<file path="src/rtl/adc_pkt_pkg.sv">
// Shared types and helpers for the ADC sample packetizer.
// Frame state encoding, default sync byte and frame length.
package adc_pkt_pkg;

    typedef enum logic [2:0] {
        ST_IDLE,
        ST_SYNC,
        ST_SEQ,
        ST_HI,
        ST_LO,
        ST_CHK
    } pkt_state_t;

    localparam logic [7:0] SYNC_BYTE_DEFAULT = 8'hA5;

    function automatic int unsigned frame_len(input int unsigned n);
        return 3 + 2 * n;
    endfunction

endpackage

</file>
<file path="src/rtl/sample_decimator.sv">
// Keeps one of every DECIM valid samples while capture is enabled.
// The counter is held at zero whenever capture is disabled.
module sample_decimator #(
    parameter int unsigned DECIM = 2000
) (
    input  logic clk,
    input  logic rst,
    input  logic valid_i,
    input  logic enable_i,
    output logic accept_o
);

    logic [15:0] decim_cnt;
    logic        at_last;

    assign at_last  = decim_cnt == 16'(DECIM - 1);
    assign accept_o = enable_i && valid_i && at_last;

    // Count valid samples, wrapping on the accepted one.
    always_ff @(posedge clk or posedge rst) begin
        if (rst) begin
            decim_cnt <= '0;
        end else if (!enable_i) begin
            decim_cnt <= '0;
        end else if (valid_i) begin
            decim_cnt <= at_last ? '0 : decim_cnt + 16'd1;
        end
    end

endmodule

</file>
<file path="src/rtl/adc_sample_packetizer.sv">
// Frames decimated ADC samples into sync/seq/payload/checksum packets.
// Ping-pong buffers let one frame fill while the other is written out.
module adc_sample_packetizer
    import adc_pkt_pkg::*;
#(
    parameter int unsigned DECIM             = 2000,
    parameter int unsigned SAMPLES_PER_FRAME = 4,
    parameter logic [7:0]  SYNC_BYTE         = SYNC_BYTE_DEFAULT
) (
    input  logic        clk,
    input  logic        rst,
    input  logic [11:0] sample_i,
    input  logic        valid_i,
    input  logic        enable_i,
    input  logic        clear_i,
    input  logic        fifo_full_i,
    output logic [7:0]  data_o,
    output logic        wr_en_o,
    output logic        busy_o,
    output logic        overflow_o,
    output logic [15:0] drop_count_o
);

    localparam logic [4:0] SPF      = 5'(SAMPLES_PER_FRAME);
    localparam logic [3:0] LAST_IDX = 4'(SAMPLES_PER_FRAME - 1);

    pkt_state_t  state, state_n;
    logic [11:0] mem [2][16];
    logic        col_sel;
    logic [4:0]  collect_cnt;
    logic [3:0]  idx;
    logic [7:0]  seq;
    logic [7:0]  chk;
    logic [11:0] tx_sample;
    logic        accept;
    logic        full;
    logic        swap;
    logic        drop;

    sample_decimator #(
        .DECIM(DECIM)
    ) u_decim (
        .clk      (clk),
        .rst      (rst),
        .valid_i  (valid_i),
        .enable_i (enable_i),
        .accept_o (accept)
    );

    assign full      = collect_cnt == SPF;
    assign swap      = (state == ST_IDLE) && full;
    assign drop      = accept && full && (state != ST_IDLE);
    assign tx_sample = mem[~col_sel][idx];
    assign wr_en_o   = (state != ST_IDLE) && !fifo_full_i;
    assign busy_o    = state != ST_IDLE;

    // Select the outgoing byte and advance only when it is written.
    always_comb begin
        state_n = state;
        data_o  = '0;
        unique case (state)
            ST_IDLE: begin
                if (full) state_n = ST_SYNC;
            end
            ST_SYNC: begin
                data_o = SYNC_BYTE;
                if (wr_en_o) state_n = ST_SEQ;
            end
            ST_SEQ: begin
                data_o = seq;
                if (wr_en_o) state_n = ST_HI;
            end
            ST_HI: begin
                data_o = {4'h0, tx_sample[11:8]};
                if (wr_en_o) state_n = ST_LO;
            end
            ST_LO: begin
                data_o = tx_sample[7:0];
                if (wr_en_o) state_n = (idx < LAST_IDX) ? ST_HI : ST_CHK;
            end
            ST_CHK: begin
                data_o = chk;
                if (wr_en_o) state_n = ST_IDLE;
            end
            default: state_n = ST_IDLE;
        endcase
    end

    // Frame state register.
    always_ff @(posedge clk or posedge rst) begin
        if (rst) state <= ST_IDLE;
        else     state <= state_n;
    end

    // Sample index, running checksum and sequence number of the frame.
    always_ff @(posedge clk or posedge rst) begin
        if (rst) begin
            idx <= '0;
            chk <= '0;
            seq <= '0;
        end else if (swap) begin
            idx <= '0;
            chk <= '0;
        end else if (wr_en_o) begin
            if (state == ST_SEQ || state == ST_HI || state == ST_LO)
                chk <= chk ^ data_o;
            if (state == ST_LO)
                idx <= idx + 4'd1;
            if (state == ST_CHK)
                seq <= seq + 8'd1;
        end
    end

    // Collect buffer fill, ping-pong swap and discard on disable.
    always_ff @(posedge clk or posedge rst) begin
        if (rst) begin
            col_sel     <= 1'b0;
            collect_cnt <= '0;
            for (int b = 0; b < 2; b++)
                for (int i = 0; i < 16; i++)
                    mem[b][i] <= '0;
        end else if (swap) begin
            col_sel     <= ~col_sel;
            collect_cnt <= accept ? 5'd1 : 5'd0;
            if (accept) mem[~col_sel][0] <= sample_i;
        end else if (!enable_i && !full) begin
            collect_cnt <= '0;
        end else if (accept && !full) begin
            mem[col_sel][collect_cnt[3:0]] <= sample_i;
            collect_cnt <= collect_cnt + 5'd1;
        end
    end

    // Dropped-sample statistics; clear wins over a same-cycle drop.
    always_ff @(posedge clk or posedge rst) begin
        if (rst) begin
            overflow_o   <= 1'b0;
            drop_count_o <= '0;
        end else if (clear_i) begin
            overflow_o   <= 1'b0;
            drop_count_o <= '0;
        end else if (drop) begin
            overflow_o <= 1'b1;
            if (drop_count_o != 16'hFFFF)
                drop_count_o <= drop_count_o + 16'd1;
        end
    end

endmodule

</file>
<file path="config.mk">
export PLATFORM = sky130hd
export DESIGN_NAME = adc_sample_packetizer
export DESIGN_NICKNAME = d
export VERILOG_FILES = /design/src/rtl/adc_pkt_pkg.sv /design/src/rtl/sample_decimator.sv /design/src/rtl/adc_sample_packetizer.sv
export SDC_FILE = /design/constraint.sdc
export NUM_CORES = 1
export LEC_CHECK = 0
export CAP_MARGIN = 30
export CORE_ASPECT_RATIO = 1.75
export CORE_UTILIZATION = 50
export CTS_CLUSTER_SIZE = 24
export DETAILED_ROUTE_END_ITERATION = 10
export GPL_TIMING_DRIVEN = 1
export PLACE_DENSITY = 0.66
export SYNTH_ARGS = -nofsm -noshare
export SYNTH_HDL_FRONTEND = slang
export SYNTH_SLANG_ARGS = --single-unit
</file>
<file path="constraint.sdc">
create_clock -name clk -period 40.3 [get_ports clk]
set_input_delay 12.09 -clock clk [delete_from_list [all_inputs] [get_ports clk]]
set_output_delay 12.09 -clock clk [all_outputs]
set_load 0.02 [all_outputs]
</file>
==> results of run 1 <==
logic make-up after synthesis:
| group | count (synthesis) | synth area share (%) |
|---|---|---|
| AO/OA/AOI/OAI | 147 | 4.44 |
| XOR/XNOR | 30 | 1.21 |
| adder cells (fa/ha/maj) | 9 | 0.519 |
| buffers and inverters | 143 | 3.04 |
| flip-flops | 446 | 51.4 |
| multiplexers | 537 | 31.8 |
| AND/OR/NAND/NOR | 301 | 7.53 |
worst reg2reg max path, stage by stage (launching register included):
cell and delay (ns):
dfrtp_1 0.46, inv_1 0.12, ha_1 0.46, nor4bb_1 0.93
nand2_1 0.59, o21ai_1 0.40, nor3_4 0.15, buf_16 0.22
nand3_1 0.62, mux2_2 0.42
final cells by class:
cell class / count / area share, %
clock buffer: 60 / 5.28
clock inverter: 20 / 1.16
inverter: 13 / 0.234
multi-input combinational: 1024 / 41.1
sequential: 446 / 46.4
tap: 561 / 2.92
timing repair buffer: 71 / 2.89
flip-flops by register name, summed over array words and instances (netlist names):
register and count:
idx 4, mem 384, collect_cnt 5, col_sel 1
state 3, chk 8, u_decim.decim_cnt 16, overflow_o 1
drop_count_o 16, seq 8
report_power, final:
part | internal [uW] | switching, uW
logic | 75.3 | 131
clock network | 261 | 181
registers | 456 | 24.2
total | 792 | 336
layout by cell type, fill, tap and decap left out, drive strengths merged, types with 9 or more instances in the layout:
| cell | n |
|---|---|
| a21oi | 27 |
| a22oi | 28 |
| and3 | 15 |
| buf | 27 |
| clkbuf | 60 |
| clkdlybuf4s50 | 44 |
| clkinv | 11 |
| dfrtp | 446 |
| ha | 9 |
| inv | 15 |
| mux2 | 391 |
| mux2i | 88 |
| mux4 | 58 |
| nand2 | 61 |
| nand2b | 9 |
| nand3 | 65 |
| nand4 | 12 |
| nor2 | 68 |
| nor2b | 22 |
| nor3 | 19 |
| o21ai | 28 |
| o22ai | 16 |
| xnor2 | 20 |
| xor2 | 10 |
per-stage QoR:
| step | total power, uW | utilization [%] | instance area, um2 | instances | setup WS [ns] |
|---|---|---|---|---|---|
| after detailed placement | 695 | 52.7 | 22500 | 2114 | 14.43 |
| after CTS | 1140 | 56.3 | 24000 | 2194 | 14.42 |
| final | 1130 | 56.4 | 24100 | 2195 | 14.33 |
| after global placement | 693 | 52.6 | 22500 | 2113 | 14.43 |
| after floorplan | 632 | - | 21700 | 1613 | 15.63 |
| after global routing | 1170 | 56.4 | 24100 | 2195 | 14.32 |
worst min-delay path by stage:
stage | start | cells after the start | endpoint | slack, ns
floorplan | u_decim.decim_cnt[10] | 1 | u_decim.decim_cnt[10] | 0.44
detailed placement | u_decim.decim_cnt[10] | 1 | u_decim.decim_cnt[10] | 0.46
finish | u_decim.decim_cnt[10] | 1 | u_decim.decim_cnt[10] | 0.47
global route | u_decim.decim_cnt[10] | 1 | u_decim.decim_cnt[10] | 0.48
CTS | u_decim.decim_cnt[10] | 1 | u_decim.decim_cnt[10] | 0.47
global placement | u_decim.decim_cnt[10] | 1 | u_decim.decim_cnt[10] | 0.46
metal layers:
metal,wire [um],GRT usage [%],up-vias
li1,-,-,5856
met1,21600,30.7,6902
met2,27300,43.2,275
met3,1920,2.71,92
met4,1980,9.86,0
met5,0,0,-
==> impl_results.md, run 1 <==
- Status: finished, final reports clean
- Initial antenna violation count: 0
- Wire length per cell: 24.1 um
- MaxCap Viol Count: 0
- CP Max Fanout: 12
- Synthesized area: 21700 um2
- Synth unique cells: 59
- Chip width: around 160 um
- FILL cells: 3427
- Relative slew slack: between 20 and 30%
- Post-cts repair resize count: 0
- Nets: 1626
- CTS tree: built
- Crit start category: primary input
- Peak supply drop: 0.0379 mV
- DRC viols: 0
- #FFs+latches synth: 446
- Vias in the first global route: 13700
- Pins Over Slew Limit: 0
- CTS root buf: clkbuf_16
- Buffers on Ports: 44
- Die Height: approximately 280 um
- Sequential Area: about 11000 um2
- CP Cell Sequence: clkdlybuf4s50_1, nor2_1, clkdlybuf4s50_1
- Origin of the critical flop-to-flop path: collect_cnt[0]
- Synth top area cells: dfrtp_1 (51%), mux2_2 (16%), mux4_2 (6.0%)
- DR vias: 13100
- Crit. End Element: output port
- Setup repair bufs after CTS: 0
- CP max stage cell: clkdlybuf4s50_1
- Crit path kind: primary input to output port
- GRT Overall Usage: between 20% and 30%
- Buf/Inv on CP: 2
- Synth warnings: 0
- Crit path DAT: 13.88 ns
- Layout cells sized above 1: 35.0%
- Yosys top cell area share: 51.4%
- Post-synthesis sequential area ratio: 51.4%
- Fin Setup TNS: 0 ns
- Die area: 44300 um2
- DRT antenna net count: 0
- Post-synth EDFFs: 0
- Syn_nets: about 1600
- Vias per cell: 5.98
- Crit path launch: fifo_full_i
- Iter 0 DRT Violations: 847
- Reg clk slew, reported paths: 0.06 ns
- Core area: 42700 um2
- Number of cells on the critical path: 3
- Req. time, crit path: 28.21 ns
- Power per cell area: 46.9 nW/um2
- Hold_buf cts: 0
- Lkg Pwr: between 0.01 and 0.015 uW
- Detailed Route WL: between 50 and 60 mm
- Final Hold Fails: 0
- Routability congestion estimate: 0.866
- Top_reg_cell synth: dfrtp_1
- Clk_skew: roughly 0.024 ns
- Clk buf depth: 3
- Most common cell in the netlist: dfrtp_1
- Largest net degree at the start of global routing: 188
- Area leader, netlist: dfrtp_1
- Critical R2R Capture: mem[360]
- Syn Inst Count: 1613
- Final min period: 25.97 ns
- CTS sink count: approximately 450
- Final period util: 64.4%
- Worst setup endpoint: wr_en_o
- RSZ-0062 raised after global routing: no
- Drt first pass iters: 7
- Hpwl dp: 33.6 mm
- Starting density of the core: 50.9%
- Worst Max-Slew Pin Slew: 1.10 ns
- Gr ovfl total: 0
- FP Rows: 100
- First-pass GRT wire length: 82.8 mm
- Area of the multi-input gates: 9890 um2
- Setup Viol. Count Final: 0
- Most frequent cells after synthesis: dfrtp_1 (446), mux2_2 (305), mux2i_1 (88), mux2_4 (86), clkbuf_1 (70)
- CTS Buf Count: 43
- Fmax: 38.5 MHz
- Io pins: 45
- H-tree depth: 2
- Hold/Removal Path Class: flop to flop
- Min Hold Slack: between 0.4 and 0.5 ns
- Cell family with most CP delay: buffers and inverters
- R2r worst-path depth: 9
- N_diodes: 0
- Avg Inst Size Synth: approximately 13 um2
- Clock latency on the worst-skew pair: 0.57 ns
- Slowest cell delay on critical path: 0.70 ns
- Ys async rst share: between 90% and 100%
- Crit-path most repeated cell: clkdlybuf4s50_1
- Area Growth Syn to Fin: 10.9%
- R2R Setup Slk: ~36 ns
No activity file was read; power rests on OpenSTA's default activity.
==> run 2: changes to the inputs <==
Clock period 40.3 ns to 26.3 ns, I/O delays scaled along.
==> run 2 against run 1 <==
Effect of this change: die area unchanged; critical path depth unchanged; routed wire length increased by 0.16%; clock skew decreased by 0.0025 ns; clock power increased by 39%; setup slack got worse by 5.5 ns; non-clock buffer count increased by 2; global-route usage increased by 0.086 points; register-to-register slack got worse by 14 ns; first-iteration DRC count increased by 4.0%; hold slack improved by 0.014 ns.
==> impl_results.md, run 2 (same netlist as run 1, synthesis figures left out) <==
- Clk_skew: 0.0219 ns (-0.00250 ns)
- DR vias: 13300 (+1.0%)
- Routability congestion estimate: 0.862 (-0.47%)
- Detailed Route WL: 53.0 mm (+0.16%)
- R2R Setup Slk: 22.13 ns (-13.68 ns)
- Relative slew slack: 25.8% (+0.21 points)
- Post-layout util: 56.1% (-0.35 points)
- Crit start category: primary input
- Power per cell area: 69.6 nW/um2 (+48%)
- Setup Viol. Count Final: 0 (unchanged)
- Clk buf depth: 3 (unchanged)
- MaxCap Viol Count: 0 (unchanged)
- RSZ-0062 raised after global routing: no
- Hold_buf cts: 0 (unchanged)
- Crit path kind: primary input to output port
- Largest registers: mem (384), drop_count_o (16), u_decim.decim_cnt (16)
- Hold Crit Depth: 1 (unchanged)
- Gr ovfl total: 0 (unchanged)
- Critical R2R Capture: mem[351]
- Final Hold Fails: 0 (unchanged)
- Req. time, crit path: 18.41 ns (-9.80 ns)
- Crit path DAT: 9.61 ns (-4.27 ns)
- Hold_sp: u_decim.decim_cnt[10]
- Commonest non-fill, non-tap cell in the layout: dfrtp_1
- FILL cells: 3495 (+2.0%)
- Setup repair bufs after CTS: 0 (unchanged)
- Largest net degree at the start of global routing: 192 (+2.1%)
- Chip width: 160 um (unchanged)
- Wire length per cell: 24.1 um (+0.16%)
- Worst Max-Slew Pin Slew: 1.11 ns (+0.0119 ns)
- Die area: 44300 um2 (unchanged)
- Final min period: 17.50 ns
- Fmax: 57.1 MHz
- Drt first pass iters: 7 (unchanged)
- FP Rows: 100 (unchanged)
- Io pins: 45 (unchanged)
- GRT Overall Usage: 24.6% (+0.086 points)
- Final period util: 66.6%
- Peak supply drop: 0.0505 mV (+33%)
- H-tree depth: 2 (unchanged)
- CTS sink count: 446 (unchanged)
- Iter 0 DRT Violations: 881 (+4.0%)
- Post-place setup slack: 8.81 ns (-5.62 ns)
- Clock latency on the worst-skew pair: 0.56 ns (about the same)
- N_diodes: 0 (unchanged)
- CTS Buf Count: 43 (unchanged)
- Vias in the first global route: 14100 (+2.9%)
- CP Max Fanout: 12 (unchanged)
- Fin Setup TNS: 0 ns (unchanged)
- Area Growth Syn to Fin: 10.2%
- Die Height: 278 um (unchanged)
- First-pass GRT wire length: 83.5 mm (+0.88%)
- Layout cells sized above 1: 34.6% (-0.37 points)
- Lkg Pwr: 0.0114 uW (-0.61%)
- DRC viols: 0 (unchanged)
- R2r worst-path depth: 7 (-2)
- Largest Register: mem
- Nets: 1628 (+0.12%)
- Status: finished, final reports clean
- CTS root buf: clkbuf_16
- Origin of the critical flop-to-flop path: state[2]
- Min-Delay Endpoint: u_decim.decim_cnt[10]
- Max reg flops: 384 (unchanged)
- Vias per cell: 6.04 (+1.0%)
- Crit. End Element: output port
- Initial antenna violation count: 0 (unchanged)
- CTS tree: built
- PnR worst setup slack: 8.80 ns (-5.53 ns)
- Starting density of the core: 50.9% (unchanged)
- Post-cts repair resize count: 0 (unchanged)
- Reg clk slew, reported paths: 0.06 ns (about the same)
- Core area: 42700 um2 (unchanged)
- Pins Over Slew Limit: 0 (unchanged)
- Hold/Removal Path Class: flop to flop
- DRT antenna net count: 0 (unchanged)
- Buffers on Ports: 44 (unchanged)
- Hpwl dp: 33.9 mm (+0.69%)
- Most frequent cells in the layout: dfrtp_1 (443), mux2_2 (305), mux2i_1 (88)
[run 2: cell count changes in the layout (fill, tap and decap cells not counted), moves of 2 or more]
cell and delta:
clkbuf_1 +6, bufinv_16 -5, clkbuf_8 -2, clkinv_4 -2
[run 2: worst max-delay path: stages]
cell	delay, ns
clkdlybuf4s50_1	0.62
nor2_1	0.42
clkdlybuf4s50_1	0.68
[run 2: layout make-up]
class / count / area, um2 / area share (%)
flip-flops and latches: 446 / 11200 / 46.7
well taps: 561 / 702 / 2.94
inverters: 13 / 56.3 / 0.235
repair buffers: 73 / 708 / 2.96
multi-input cells: 1024 / 9890 / 41.4
clock inverters: 13 / 98.8 / 0.413
clock buffers: 65 / 1290 / 5.40
[run 2: where the power goes]
| group | leakage [uW] | switching, uW | total (uW) | internal [uW] |
|---|---|---|---|---|
| logic | 0.00446 | 192 | 308 | 116 |
| registers | 0.00621 | 43.6 | 742 | 698 |
| clock network | 0.000686 | 264 | 613 | 350 |
[run 2: worst max path at each step]
| stage | start | slack [ns] | end |
|---|---|---|---|
| after floorplan | rst | 5.98 | chk[0] |
| after global placement | fifo_full_i | 8.78 | wr_en_o |
| after detailed placement | fifo_full_i | 8.81 | wr_en_o |
| after CTS | fifo_full_i | 8.80 | wr_en_o |
| after global routing | fifo_full_i | 8.76 | wr_en_o |
| final | fifo_full_i | 8.80 | wr_en_o |
[run 2: stage by stage]
stage | total power [uW] | cells | instance area, um2 | hold WS [ns]
2_1_floorplan | 969 | 1613 | 21700 | 0.438
3_3_place_gp | 1060 | 2114 | 22500 | 0.455
3_5_place_dp | 1060 | 2116 | 22500 | 0.470
4_1_cts | 1680 | 2194 | 23900 | 0.481
5_1_grt | 1730 | 2195 | 23900 | 0.498
6_report | 1660 | 2195 | 23900 | 0.481
[run 2: routing by layer]
metal	global-route usage (%)	share of wire, %
met3	3.02	4.0
met2	43.3	52
met5	0	0
met4	10.5	4.0
met1	30.4	40
